$ cat config.mk
export PLATFORM = sky130hd
export DESIGN_NAME = cam_match_decoder_flat
export DESIGN_NICKNAME = d
export VERILOG_FILES = /design/src/rtl/cam_match_decoder_pkg.sv /design/src/rtl/cam_match_decoder_if.sv /design/src/rtl/cam_match_decoder_prio_enc.sv /design/src/rtl/cam_match_decoder.sv /design/src/flat_wrapper.sv
export SDC_FILE = /design/constraint.sdc
export NUM_CORES = 1
export LEC_CHECK = 0
export BUFFER_PORTS_ARGS = -buffer_cell sky130_fd_sc_hd__buf_2
export CAP_MARGIN = 25
export CORE_ASPECT_RATIO = 1.1
export CORE_MARGIN = 5
export CORE_UTILIZATION = 55
export DETAILED_ROUTE_END_ITERATION = 10
export PLACE_DENSITY = 0.79
export SYNTH_ARGS = -nofsm -noshare
export SYNTH_HDL_FRONTEND = slang
export SYNTH_SLANG_ARGS = --single-unit
$ cat constraint.sdc
create_clock -name clk -period 2.85 [get_ports clk]
set_input_delay 0.57 -clock clk [delete_from_list [all_inputs] [get_ports clk]]
set_output_delay 0.57 -clock clk [all_outputs]
set_load 0.02 [all_outputs]
$ cat src/rtl/cam_match_decoder_pkg.sv
// Shared CAM sizing, decoder state encoding and a popcount helper.
package cam_pkg;
    localparam int ENTRIES = 16;
    localparam int IDX_W   = $clog2(ENTRIES);

    typedef enum logic {IDLE, EMIT} state_t;

    function automatic logic [IDX_W:0] popcount(input logic [ENTRIES-1:0] v);
        logic [IDX_W:0] cnt;
        cnt = '0;
        for (int i = 0; i < ENTRIES; i++)
            cnt = cnt + (IDX_W+1)'(v[i]);
        return cnt;
    endfunction
endpackage

$ cat src/rtl/cam_match_decoder_if.sv
// Match-vector input stream and index output stream of the decoder.
interface cam_match_decoder_if;
    import cam_pkg::*;

    logic               match_valid;
    logic [ENTRIES-1:0] match_vec;
    logic               match_ready;
    logic               idx_valid;
    logic [IDX_W-1:0]   idx;
    logic               idx_last;
    logic               idx_ready;
    logic               none;
    logic [IDX_W:0]     count;

    modport slave (
        input  match_valid, match_vec, idx_ready,
        output match_ready, idx_valid, idx, idx_last, none, count
    );
    modport master (
        output match_valid, match_vec, idx_ready,
        input  match_ready, idx_valid, idx, idx_last, none, count
    );
endinterface

$ cat src/rtl/cam_match_decoder_prio_enc.sv
// Lowest-set-bit encoder; onehot flags that the found bit is the only one set.
module cam_prio_enc
    import cam_pkg::*;
(
    input  logic [ENTRIES-1:0] vec,
    output logic [IDX_W-1:0]   idx,
    output logic               any,
    output logic               onehot
);
    // Scan high to low so the lowest set bit wins.
    always_comb begin
        idx = '0;
        for (int i = ENTRIES-1; i >= 0; i--)
            if (vec[i]) idx = IDX_W'(i);
    end

    assign any    = |vec;
    assign onehot = any && ((vec & (vec - ENTRIES'(1))) == '0);
endmodule

$ cat src/rtl/cam_match_decoder.sv
// Decodes a captured CAM match vector into a stream of entry indices, lowest first.
module cam_match_decoder
    import cam_pkg::*;
(
    input  logic                clk,
    input  logic                rst,
    input  logic                ena,
    cam_match_decoder_if.slave  bus
);
    state_t             state;
    logic [ENTRIES-1:0] pend;
    logic [ENTRIES-1:0] pend_next;
    logic [ENTRIES-1:0] enc_in;
    logic [IDX_W-1:0]   enc_idx;
    logic               enc_any;
    logic               enc_onehot;
    logic               capture;
    logic               xfer;

    assign bus.match_ready = (state == IDLE) && ena;
    assign capture         = bus.match_valid && bus.match_ready;
    assign xfer            = bus.idx_valid && bus.idx_ready;
    assign pend_next       = pend & (pend - ENTRIES'(1));

    // One encoder serves both the first index of a new vector and the
    // index that follows an accepted one.
    assign enc_in = (state == IDLE) ? bus.match_vec : pend_next;

    cam_prio_enc u_enc (
        .vec    (enc_in),
        .idx    (enc_idx),
        .any    (enc_any),
        .onehot (enc_onehot)
    );

    always_ff @(posedge clk or posedge rst) begin
        if (rst) begin
            state        <= IDLE;
            pend         <= '0;
            bus.idx_valid <= 1'b0;
            bus.idx      <= '0;
            bus.idx_last <= 1'b0;
            bus.none     <= 1'b0;
            bus.count    <= '0;
        end else begin
            bus.none <= 1'b0;
            case (state)
                IDLE: begin
                    if (capture) begin
                        pend      <= bus.match_vec;
                        bus.count <= popcount(bus.match_vec);
                        if (!enc_any) begin
                            bus.none <= 1'b1;
                        end else begin
                            state         <= EMIT;
                            bus.idx_valid <= 1'b1;
                            bus.idx       <= enc_idx;
                            bus.idx_last  <= enc_onehot;
                        end
                    end
                end
                EMIT: begin
                    if (xfer) begin
                        pend <= pend_next;
                        if (bus.idx_last) begin
                            state         <= IDLE;
                            bus.idx_valid <= 1'b0;
                            bus.idx       <= '0;
                            bus.idx_last  <= 1'b0;
                        end else begin
                            bus.idx      <= enc_idx;
                            bus.idx_last <= enc_onehot;
                        end
                    end
                end
                default: state <= IDLE;
            endcase
        end
    end
endmodule

$ cat src/flat_wrapper.sv
// flat-port wrapper written by rule: the top's interface ports become plain ports
module cam_match_decoder_flat import cam_pkg::*;
  (clk, rst, ena, bus_match_valid, bus_match_vec, bus_idx_ready, bus_match_ready, bus_idx_valid, bus_idx, bus_idx_last, bus_none, bus_count);
  cam_match_decoder_if bus_i ();
  input  logic clk;
  input  logic rst;
  input  logic ena;
  input wire logic [$bits(bus_i.match_valid)-1:0] bus_match_valid;
  input wire logic [$bits(bus_i.match_vec)-1:0] bus_match_vec;
  input wire logic [$bits(bus_i.idx_ready)-1:0] bus_idx_ready;
  output wire logic [$bits(bus_i.match_ready)-1:0] bus_match_ready;
  output wire logic [$bits(bus_i.idx_valid)-1:0] bus_idx_valid;
  output wire logic [$bits(bus_i.idx)-1:0] bus_idx;
  output wire logic [$bits(bus_i.idx_last)-1:0] bus_idx_last;
  output wire logic [$bits(bus_i.none)-1:0] bus_none;
  output wire logic [$bits(bus_i.count)-1:0] bus_count;
  assign bus_i.match_valid = bus_match_valid;
  assign bus_i.match_vec = bus_match_vec;
  assign bus_i.idx_ready = bus_idx_ready;
  assign bus_match_ready = bus_i.match_ready;
  assign bus_idx_valid = bus_i.idx_valid;
  assign bus_idx = bus_i.idx;
  assign bus_idx_last = bus_i.idx_last;
  assign bus_none = bus_i.none;
  assign bus_count = bus_i.count;
  cam_match_decoder u_core (.clk(clk), .rst(rst), .ena(ena), .bus(bus_i));
endmodule
==> flow_metrics.tcl, run 1 <==
set metrics [dict create \
    p_leak_uw 0.00136 \
    htreeDepth 2 \
    synth_area_per_cell_um2 8.79 \
    violations "setup timing" \
    die_area_um2 5640 \
    grt_pass1_wl_um 10300 \
    cts_tree "built" \
    overflow 0 \
    ys_ff_latch 29 \
    synthToLayoutAreaGrowth_pct 21.9 \
    wl_per_cell_um 16.2 \
    grt_pass1_vias 2141 \
    ys_types 60 \
    syn_inst 265 \
    crit_chain "buf_8, ha_4, inv_2, fa_1, fa_1, fa_1, fa_1, inv_2, fa_2, fa_2, a21oi_2, nor2_1, a22o_1" \
    synthFlopType "dfrtp_1" \
    worst_slew_pin_slew_ns 0.575 \
    r2r_slack_ns 0.18 \
    hp-class "input port to asynchronous set/reset pin" \
    p_total_uw 2740 \
    layout_common_cells "nand2_1 (33), buf_2 (31), dfrtp_1 (29)" \
    start_util_pct 57.9 \
    drive_gt1_share_pct 28.8 \
    vdd_ir_drop_max_uv 471 \
    fp-row-count 24 \
    grt_max_degree 30 \
    max_freq_ghz 0.259 \
    cap_violations 0 \
    io_buffers 33 \
    drt-pass1-iter-count 4 \
    skew_ns 0.00488 \
    vias_per_cell 5.92 \
    yosys-top-cells-area "dfrtp_1 (31%), fa_1 (8.6%), nand2_1 (5.3%), a21oi_1 (4.5%), inv_1 (4.0%)" \
    end_kind "flop" \
    vias 2197 \
    critPathSlowestCell "fa_1" \
    cts_made_buffers 5 \
    post-route-period-util_pct 135 \
    grt_use_total_pct 23.3 \
    rsz0062_at_grt "yes" \
    outcome "complete, but fails checks" \
    max_slew_margin_pct 61.4 \
    critical_path.startpoint_type "input port" \
    r2r_start "u_core.pend[0]" \
    critical_path_arrival_ns 4.02 \
    gp_congestion 0.874 \
    clk_pin_slew_ns 0.06 \
    finalWorstSetupSlack_ns -1.00 \
    ys_warn_count 0 \
    core_area_um2 4020 \
    reg2regPathDepth 7 \
    final_common_cell "nand2_1" \
    required_ns 3.02 \
    p_per_area_nw_per_um2 964 \
    ctsRootBufferMaster "clkbuf_8" \
    cts_sinks 29 \
    crit_path_end "u_core.bus.count[4]" \
    crit_type "input port to flop" \
    cp_common_cell "fa_1" \
    dieWidth_um 72.1 \
    min_period_ns 3.85 \
    drt_iter0_markers 234 \
    hold_ws_ns 0.356 \
    synth_area_um2 2330 \
    num_io_pins 34 \
    die_y_um 78.3 \
    cp-startpoint "bus_match_vec[1]" \
    antenna_found_initial 0 \
    routed_wl_um 6000 \
    maxSlewViolCount 0 \
    yosysSeqAreaShare_pct 31.1 \
    setup_violations 5 \
    nFillCells 316 \
    synthDominantCellAreaShare_pct 31.1 \
    ys_async_sr_fraction_pct 100 \
    reg2reg_to "u_core.bus.idx[0]" \
    slowest_delay_ns 0.51 \
    yosys.area.top_type "dfrtp_1" \
    cts_hold_buffers 0 \
    route.detailed.drc 0 \
    cts_buffer_depth 2 \
    ant_nets 0 \
    cp_max_fo 2 \
    nets 355 \
    post-dp-hpwl_um 4620 \
    synth_edf_count 0 \
    diodes 0 \
    synth_nets 301 \
    final_hold_viol_count 0 \
    insertion_delay_ns 0.28 \
]
## per-layer routing
metal  wire [um]  part of all wire, %  vias up  GRT usage [%]
met5           0                    0        -              0
met4         120                  2.0        0           8.08
li1            -                    -     1055              -
met1        2530                   42     1060           30.1
met2        3070                   51       70           38.8
met3         286                  4.8       12           4.60
## how the worst min path moves through the flow
| stage | cells past startpoint | to | from |
|---|---|---|---|
| after floorplan | 2 | u_core.pend[15] | u_core.pend[15] |
| after global placement | 2 | u_core.bus.idx[3] | u_core.bus.idx[3] |
| after detailed placement | 2 | u_core.bus.idx[3] | u_core.bus.idx[3] |
| after CTS | 3 | u_core.bus.count[3] | rst |
| after global routing | 3 | u_core.bus.count[3] | rst |
| final | 3 | u_core.bus.count[2] | rst |
## registers in the layout, indices dropped and copies added, names as in the netlist
name,cells
u_core.bus.idx_last,1
u_core.bus.idx,4
u_core.bus.idx_valid,1
u_core.pend,16
u_core.bus.none,1
u_core.state,1
u_core.bus.count,5
## timing repair
action,in CTS,in global routing
setup buffers,2,1
gates cloned,0,0
resized for setup,6,2
setup endpoints to repair,5,5
pin swaps,2,3
## final cells by class
cell class / instances / area [um^2] / share of cell area [%]
clock buffers: 7 / 86.3 / 3.04
inverters: 25 / 93.8 / 3.30
multi-input cells: 199 / 1490 / 52.4
flip-flops and latches: 29 / 726 / 25.6
well taps: 52 / 65.1 / 2.29
repair buffers: 59 / 380 / 13.4
## cells by family after synthesis
family	Yosys count	synth area share (%)
AO/OA/AOI/OAI	80	25.9
XOR/XNOR	4	1.50
flip-flops	29	31.1
adder cells (fa/ha/maj)	16	11.7
buffers and inverters	37	6.34
multiplexers	6	2.85
AND/OR/NAND/NOR	93	20.6
## synthesized netlist by cell type (2+ instances only)
master and count:
nand2_1 33, dfrtp_1 29, inv_1 25, nor2_1 25, a21oi_1 21, o21ai_0 14
fa_1 10, clkbuf_1 6, nor3_1 6, and3_1 5, ha_1 5, mux2_2 5
a22o_1 4, buf_2 4, nand3_1 4, o211ai_1 4, o31ai_1 4, nand2b_1 3
o211a_1 3, o21ai_1 3, xnor2_1 3, a211oi_1 2, a311oi_1 2, a31o_2 2
a31oi_2 2, nor2b_1 2, nor4_1 2, nor4b_1 2, o31a_1 2, o31ai_4 2
or3_1 2
## report_power, final
group	switching, uW	internal, uW	total (uW)	leakage, uW
Clock	153	191	344	0.0000443
Combinational	889	735	1620	0.000971
Sequential	198	572	769	0.000348
## through the flow
stage,cell area [um^2],std cells,worst slack [ns],util (%),TNS [ns]
floorplan,2350,265,-1.04,-,-4.25
global placement,2700,361,-1.24,67.1,-5.31
detailed placement,2700,361,-1.30,67.1,-5.62
CTS,2830,370,-0.995,70.3,-4.18
global route,2840,371,-1.10,70.6,-4.68
finish,2840,371,-1.00,70.6,-4.27
## worst max-delay path, delay by kind of cell
family	cells	cell delay [ns]
simple gates	1	0.05
fa+ha+maj	7	2.91
compound gates	2	0.32
buf+inv	3	0.18
Power figures use the tool's default switching activity.
==> run 2, diff against run 1 <==
--- a/config.mk
+++ b/config.mk
@@ -12,6 +12,7 @@
 export CORE_UTILIZATION = 55
 export DETAILED_ROUTE_END_ITERATION = 10
 export PLACE_DENSITY = 0.79
+export REMOVE_ABC_BUFFERS = 1
 export SYNTH_ARGS = -nofsm -noshare
 export SYNTH_HDL_FRONTEND = slang
 export SYNTH_SLANG_ARGS = --single-unit
==> flow_metrics.tcl, run 2 (synthesized netlist as in run 1, its figures left out) <==
set metrics [dict create \
    outcome "complete, but fails checks" \
    violations "setup timing" \
    hp-class "input port to asynchronous set/reset pin" \
    overflow 0 \
    grt_pass1_wl_um 10500 \
    clock_power_share_pct 12.5 \
    p_total_uw 2760 \
    clk_pin_slew_ns 0.06 \
    cts_made_buffers 5 \
    p_leak_uw 0.00137 \
    worst_slew_pin_slew_ns 0.605 \
    drt_iter0_markers 205 \
    grt_use_total_pct 23.6 \
    fp-row-count 24 \
    critical_path.startpoint_type "input port" \
    cts_tree "built" \
    ctsRootBufferMaster "clkbuf_8" \
    critical_path_arrival_ns 4.06 \
    p_int_uw 1510 \
    nets 357 \
    min_period_ns 3.89 \
    cp_max_fo 2 \
    die_y_um 78.3 \
    route.detailed.drc 0 \
    cts_sinks 29 \
    regMostFlops "u_core.pend" \
    antenna_found_initial 0 \
    vdd_ir_drop_max_uv 565 \
    post-dp-hpwl_um 4760 \
    dieWidth_um 72.1 \
    routed_wl_um 6140 \
    num_io_pins 34 \
    p_per_area_nw_per_um2 965 \
    maxSlewViolCount 0 \
    grt_max_degree 30 \
    finalWorstSetupSlack_ns -1.04 \
    pwr-share-seq_pct 28.0 \
    final_cells 373 \
    crit_type "input port to flop" \
    io_buffers 33 \
    max_freq_ghz 0.257 \
    insertion_delay_ns 0.28 \
    vias 2236 \
    drt-pass1-iter-count 4 \
    final_common_cell "nand2_1" \
    end_kind "flop" \
    nFillCells 312 \
    cts_hold_buffers 0 \
    switching_share_pct 45.2 \
    die_area_um2 5640 \
    htreeDepth 2 \
    vias_per_cell 5.99 \
    required_ns 3.02 \
    dp_cells 364 \
    core_area_um2 4020 \
    synthToLayoutAreaGrowth_pct 22.7 \
    cts_buffer_depth 2 \
    wl_per_cell_um 16.5 \
    skew_ns 0.00467 \
    largest_register_ffs 16 \
    setup_tns_ns -4.48 \
    pre_cts_ws_ns -1.48 \
    multi_input_area_um2 1490 \
    setup_violations 5 \
    power.switching_uw 1250 \
    pwr-share-comb_pct 59.5 \
    grt_pass1_vias 2248 \
    rsz0062_at_grt "yes" \
    post-route-period-util_pct 137 \
    drive_gt1_share_pct 29.3 \
    register_area_um2 726 \
    cap_violations 0 \
    start_util_pct 57.9 \
    max_slew_margin_pct 59.7 \
    diodes 0 \
    gp_congestion 0.939 \
    final_hold_viol_count 0 \
    layout_common_cells "nand2_1 (33), buf_2 (31), dfrtp_1 (29)" \
    ant_nets 0 \
    top_regs "u_core.pend x16, u_core.bus.count x5, u_core.bus.idx x4" \
]
## run 2: cell count changes in the layout (fill, tap and decap cells not counted)
| cell | before | now |
|---|---|---|
| buf_4 | 25 | 27 |
| fa_2 | 2 | 3 |
| inv_2 | 2 | 1 |
| fa_1 | 8 | 7 |
| o21ai_1 | 3 | 4 |
| o21ai_0 | 14 | 13 |
| inv_1 | 23 | 24 |
## run 2: through the flow
stage	area, um^2	hold WS [ns]	util, %
2_1_floorplan	2280	0.489	-
3_3_place_gp	2700	0.450	67.1
3_5_place_dp	2700	0.455	67.1
4_1_cts	2850	0.369	70.9
5_1_grt	2860	0.391	71.0
6_report	2860	0.351	71.0
## run 2: path summary, 6_finish.rpt
| path | from | end | slack [ns] | cells past startpoint |
|---|---|---|---|---|
| max | bus_match_vec[1] | u_core.bus.count[4] | -1.04 | 13 |
| min | rst | u_core.bus.count[0] | 0.35 | 3 |
| max reg2reg | u_core.pend[0] | u_core.bus.idx[1] | 0.15 | 7 |
| min reg2reg | u_core.bus.idx[3] | u_core.bus.idx[3] | 0.46 | 2 |
| max in group asynchronous | rst | u_core.pend[3] | 2.21 | 3 |
| min in group clk | u_core.bus.idx[3] | u_core.bus.idx[3] | 0.46 | 2 |
## run 2: per-layer routing
layer / global-route usage [%] / part of all wire (%)
met1: 29.1 / 40
met2: 40.1 / 52
met3: 4.21 / 5.3
met4: 10.2 / 2.4
met5: 0 / 0
## run 2: repair_timing
item	CTS	global route
setup buffers	2	0
setup endpoints to repair	5	5
pin swaps	5	3
resized for setup	12	2
cloned	0	0
## run 2: layout make-up
cell class	count	share of cell area, %
Multi-Input combinational cell	199	52.2
Timing Repair Buffer	61	13.8
Tap cell	52	2.28
Inverter	25	3.28
Sequential cell	29	25.4
Clock buffer	7	3.02
## run 2: critical path: stages
cell and delay [ns]:
buf_8 0.10, ha_4 0.25, inv_2 0.03, fa_2 0.55
fa_1 0.45, fa_1 0.50, fa_1 0.49, inv_1 0.05
fa_2 0.35, fa_2 0.37, a21oi_2 0.14, nor2_1 0.05
a22o_1 0.17
## run 2: power by group through the flow
stage / clock [uW] / sequential (uW) / combinational (uW)
2_1_floorplan: 0 / 819 / 993
3_3_place_gp: 0 / 762 / 1510
3_5_place_dp: 0 / 774 / 1550
4_1_cts: 355 / 766 / 1620
5_1_grt: 374 / 801 / 1810
6_report: 346 / 772 / 1640
==> run 3, diff against run 2 <==
--- a/config.mk
+++ b/config.mk
@@ -5,7 +5,7 @@
 export SDC_FILE = /design/constraint.sdc
 export NUM_CORES = 1
 export LEC_CHECK = 0
-export BUFFER_PORTS_ARGS = -buffer_cell sky130_fd_sc_hd__buf_2
+export BUFFER_PORTS_ARGS = -buffer_cell sky130_fd_sc_hd__buf_4
 export CAP_MARGIN = 25
 export CORE_ASPECT_RATIO = 1.1
 export CORE_MARGIN = 5
==> constraint.sdc (replaced) <==
create_clock -name clk -period 4.85 [get_ports clk]
set_input_delay 0.97 -clock clk [delete_from_list [all_inputs] [get_ports clk]]
set_output_delay 0.97 -clock clk [all_outputs]
set_load 0.02 [all_outputs]
==> flow_metrics.tcl, run 3 (synthesized netlist as in run 1, its figures left out) <==
set metrics [dict create \
    start_util_pct 57.9 \
    reg2regPathDepth 7 \
    hold_ws_ns 0.484 \
    drive_gt1_share_pct 20.6 \
    p_per_area_nw_per_um2 560 \
    final_hold_viol_count 0 \
    switching_share_pct 46.3 \
    hold_depth 2 \
    crit_chain "buf_4, ha_1, inv_1, fa_1, fa_1, fa_1, fa_1, inv_1, fa_1, fa_1, a21oi_1, nor2_1, a22o_1" \
    cts-resized-gates 0 \
    outcome "finished, final reports clean" \
    cap_violations 0 \
    vias_per_cell 6.05 \
    antenna_found_initial 0 \
    nFillCells 342 \
    setup_tns_ns 0 \
    wl_per_cell_um 16.5 \
    final_cells 348 \
    layout_common_cells "buf_4 (35), nand2_1 (33), dfrtp_1 (29)" \
    grt_max_degree 33 \
    cts_hold_buffers 0 \
    vdd_ir_drop_max_uv 288 \
    top_regs "u_core.pend x16, u_core.bus.count x5, u_core.bus.idx x4" \
    post-dp-hpwl_um 4240 \
    r2r_slack_ns 1.85 \
    fin_area_um2 2710 \
    slowest_delay_ns 0.55 \
    core_area_um2 4020 \
    diodes 0 \
    routed_wl_um 5750 \
    p_leak_uw 0.00126 \
    grt_use_total_pct 22.3 \
    fp-row-count 24 \
    num_io_pins 34 \
    critical_path_buf_inv_count 3 \
    maxSlewViolCount 0 \
    power.switching_uw 702 \
    grt_pass1_wl_um 9790 \
    critical_path_arrival_ns 4.63 \
    ant_nets 0 \
    cts_made_buffers 5 \
    gp_congestion 0.888 \
    regMostFlops "u_core.pend" \
    cp_max_fo 6 \
    final_common_cell "buf_4" \
    end_kind "flop" \
    max_freq_ghz 0.224 \
    drt_iter0_markers 206 \
    largest_register_ffs 16 \
    dpl_cell_area_um2 2600 \
    nets 332 \
    critical_path.startpoint_type "input port" \
    min_period_ns 4.46 \
    crit_type "input port to flop" \
    vias 2106 \
    cts_sinks 29 \
    max_slew_margin_pct 58.2 \
    insertion_delay_ns 0.28 \
    critPathSlowestCell "fa_1" \
    die_area_um2 5640 \
    io_buffers 33 \
    pwr-share-seq_pct 30.3 \
    cts_buffer_depth 2 \
    hp-class "flop to flop" \
    die_y_um 78.3 \
    ctsRootBufferMaster "clkbuf_8" \
    worst_slew_pin_slew_ns 0.621 \
    htreeDepth 2 \
    p_int_uw 815 \
    cp.depth 13 \
    drt-pass1-iter-count 4 \
    synthToLayoutAreaGrowth_pct 16.1 \
    fin_util_pct 67.2 \
    dieWidth_um 72.1 \
    required_ns 5.03 \
    pwr-share-comb_pct 56.1 \
    cp_common_cell "fa_1" \
    skew_ns 0.00437 \
    cts_tree "built" \
    postCtsSetupBuffers 0 \
    post-route-period-util_pct 91.9 \
    rsz0062_at_grt "no" \
    dp_cells 340 \
    clk_pin_slew_ns 0.06 \
    grt_pass1_vias 2059 \
    overflow 0 \
    setup_violations 0 \
    critical_path.top_delay_family "adder cells" \
    clock_power_share_pct 13.6 \
    route.detailed.drc 0 \
]
-- run 3: final cells by class --
class / count / area (um^2) / share of cell area (%)
Inverter: 25 / 93.8 / 3.47
Clock buffer: 7 / 86.3 / 3.19
Sequential cell: 29 / 726 / 26.8
Tap cell: 52 / 65.1 / 2.41
Multi-Input combinational cell: 199 / 1460 / 53.8
Timing Repair Buffer: 36 / 278 / 10.3
-- run 3: path summary, 6_finish.rpt --
path / start / end
worst max-delay path: bus_match_vec[0] / u_core.bus.count[4]
worst min-delay path: u_core.bus.count[1] / u_core.bus.count[1]
worst max register to register: u_core.state / u_core.bus.idx[0]
worst min register to register: u_core.bus.count[1] / u_core.bus.count[1]
max in group asynchronous: rst / u_core.pend[15]
min in group asynchronous: rst / u_core.bus.count[4]
-- run 3: worst register-to-register path, stage by stage, from the launching register on --
cell,delay (ns)
dfrtp_1,0.58
buf_4,0.39
o21ai_1,0.27
nor3_1,0.51
nand3_1,0.30
o41ai_4,0.61
nand2b_1,0.11
o31a_1,0.12
-- run 3: layer usage --
metal / global-route usage, % / wire length [um] / vias to the layer above
met5: 0 / 0 / -
met4: 11.5 / 155 / 0
met3: 5.36 / 387 / 16
met2: 34.7 / 2760 / 81
met1: 28.5 / 2460 / 994
li1: - / - / 1015
-- run 3: power groups by stage --
stage          sequential, uW  clock (uW)  combinational, uW
2_1_floorplan             481           0                583
3_3_place_gp              453           0                819
3_5_place_dp              461           0                836
4_1_cts                   456         209                841
5_1_grt                   477         221                944
6_report                  459         206                851
-- run 3: per-stage QoR --
stage	worst slack [ns]	total power, uW
2_1_floorplan	0.374	1060
3_3_place_gp	0.150	1270
3_5_place_dp	0.0796	1300
4_1_cts	0.383	1500
5_1_grt	0.240	1640
6_report	0.394	1520
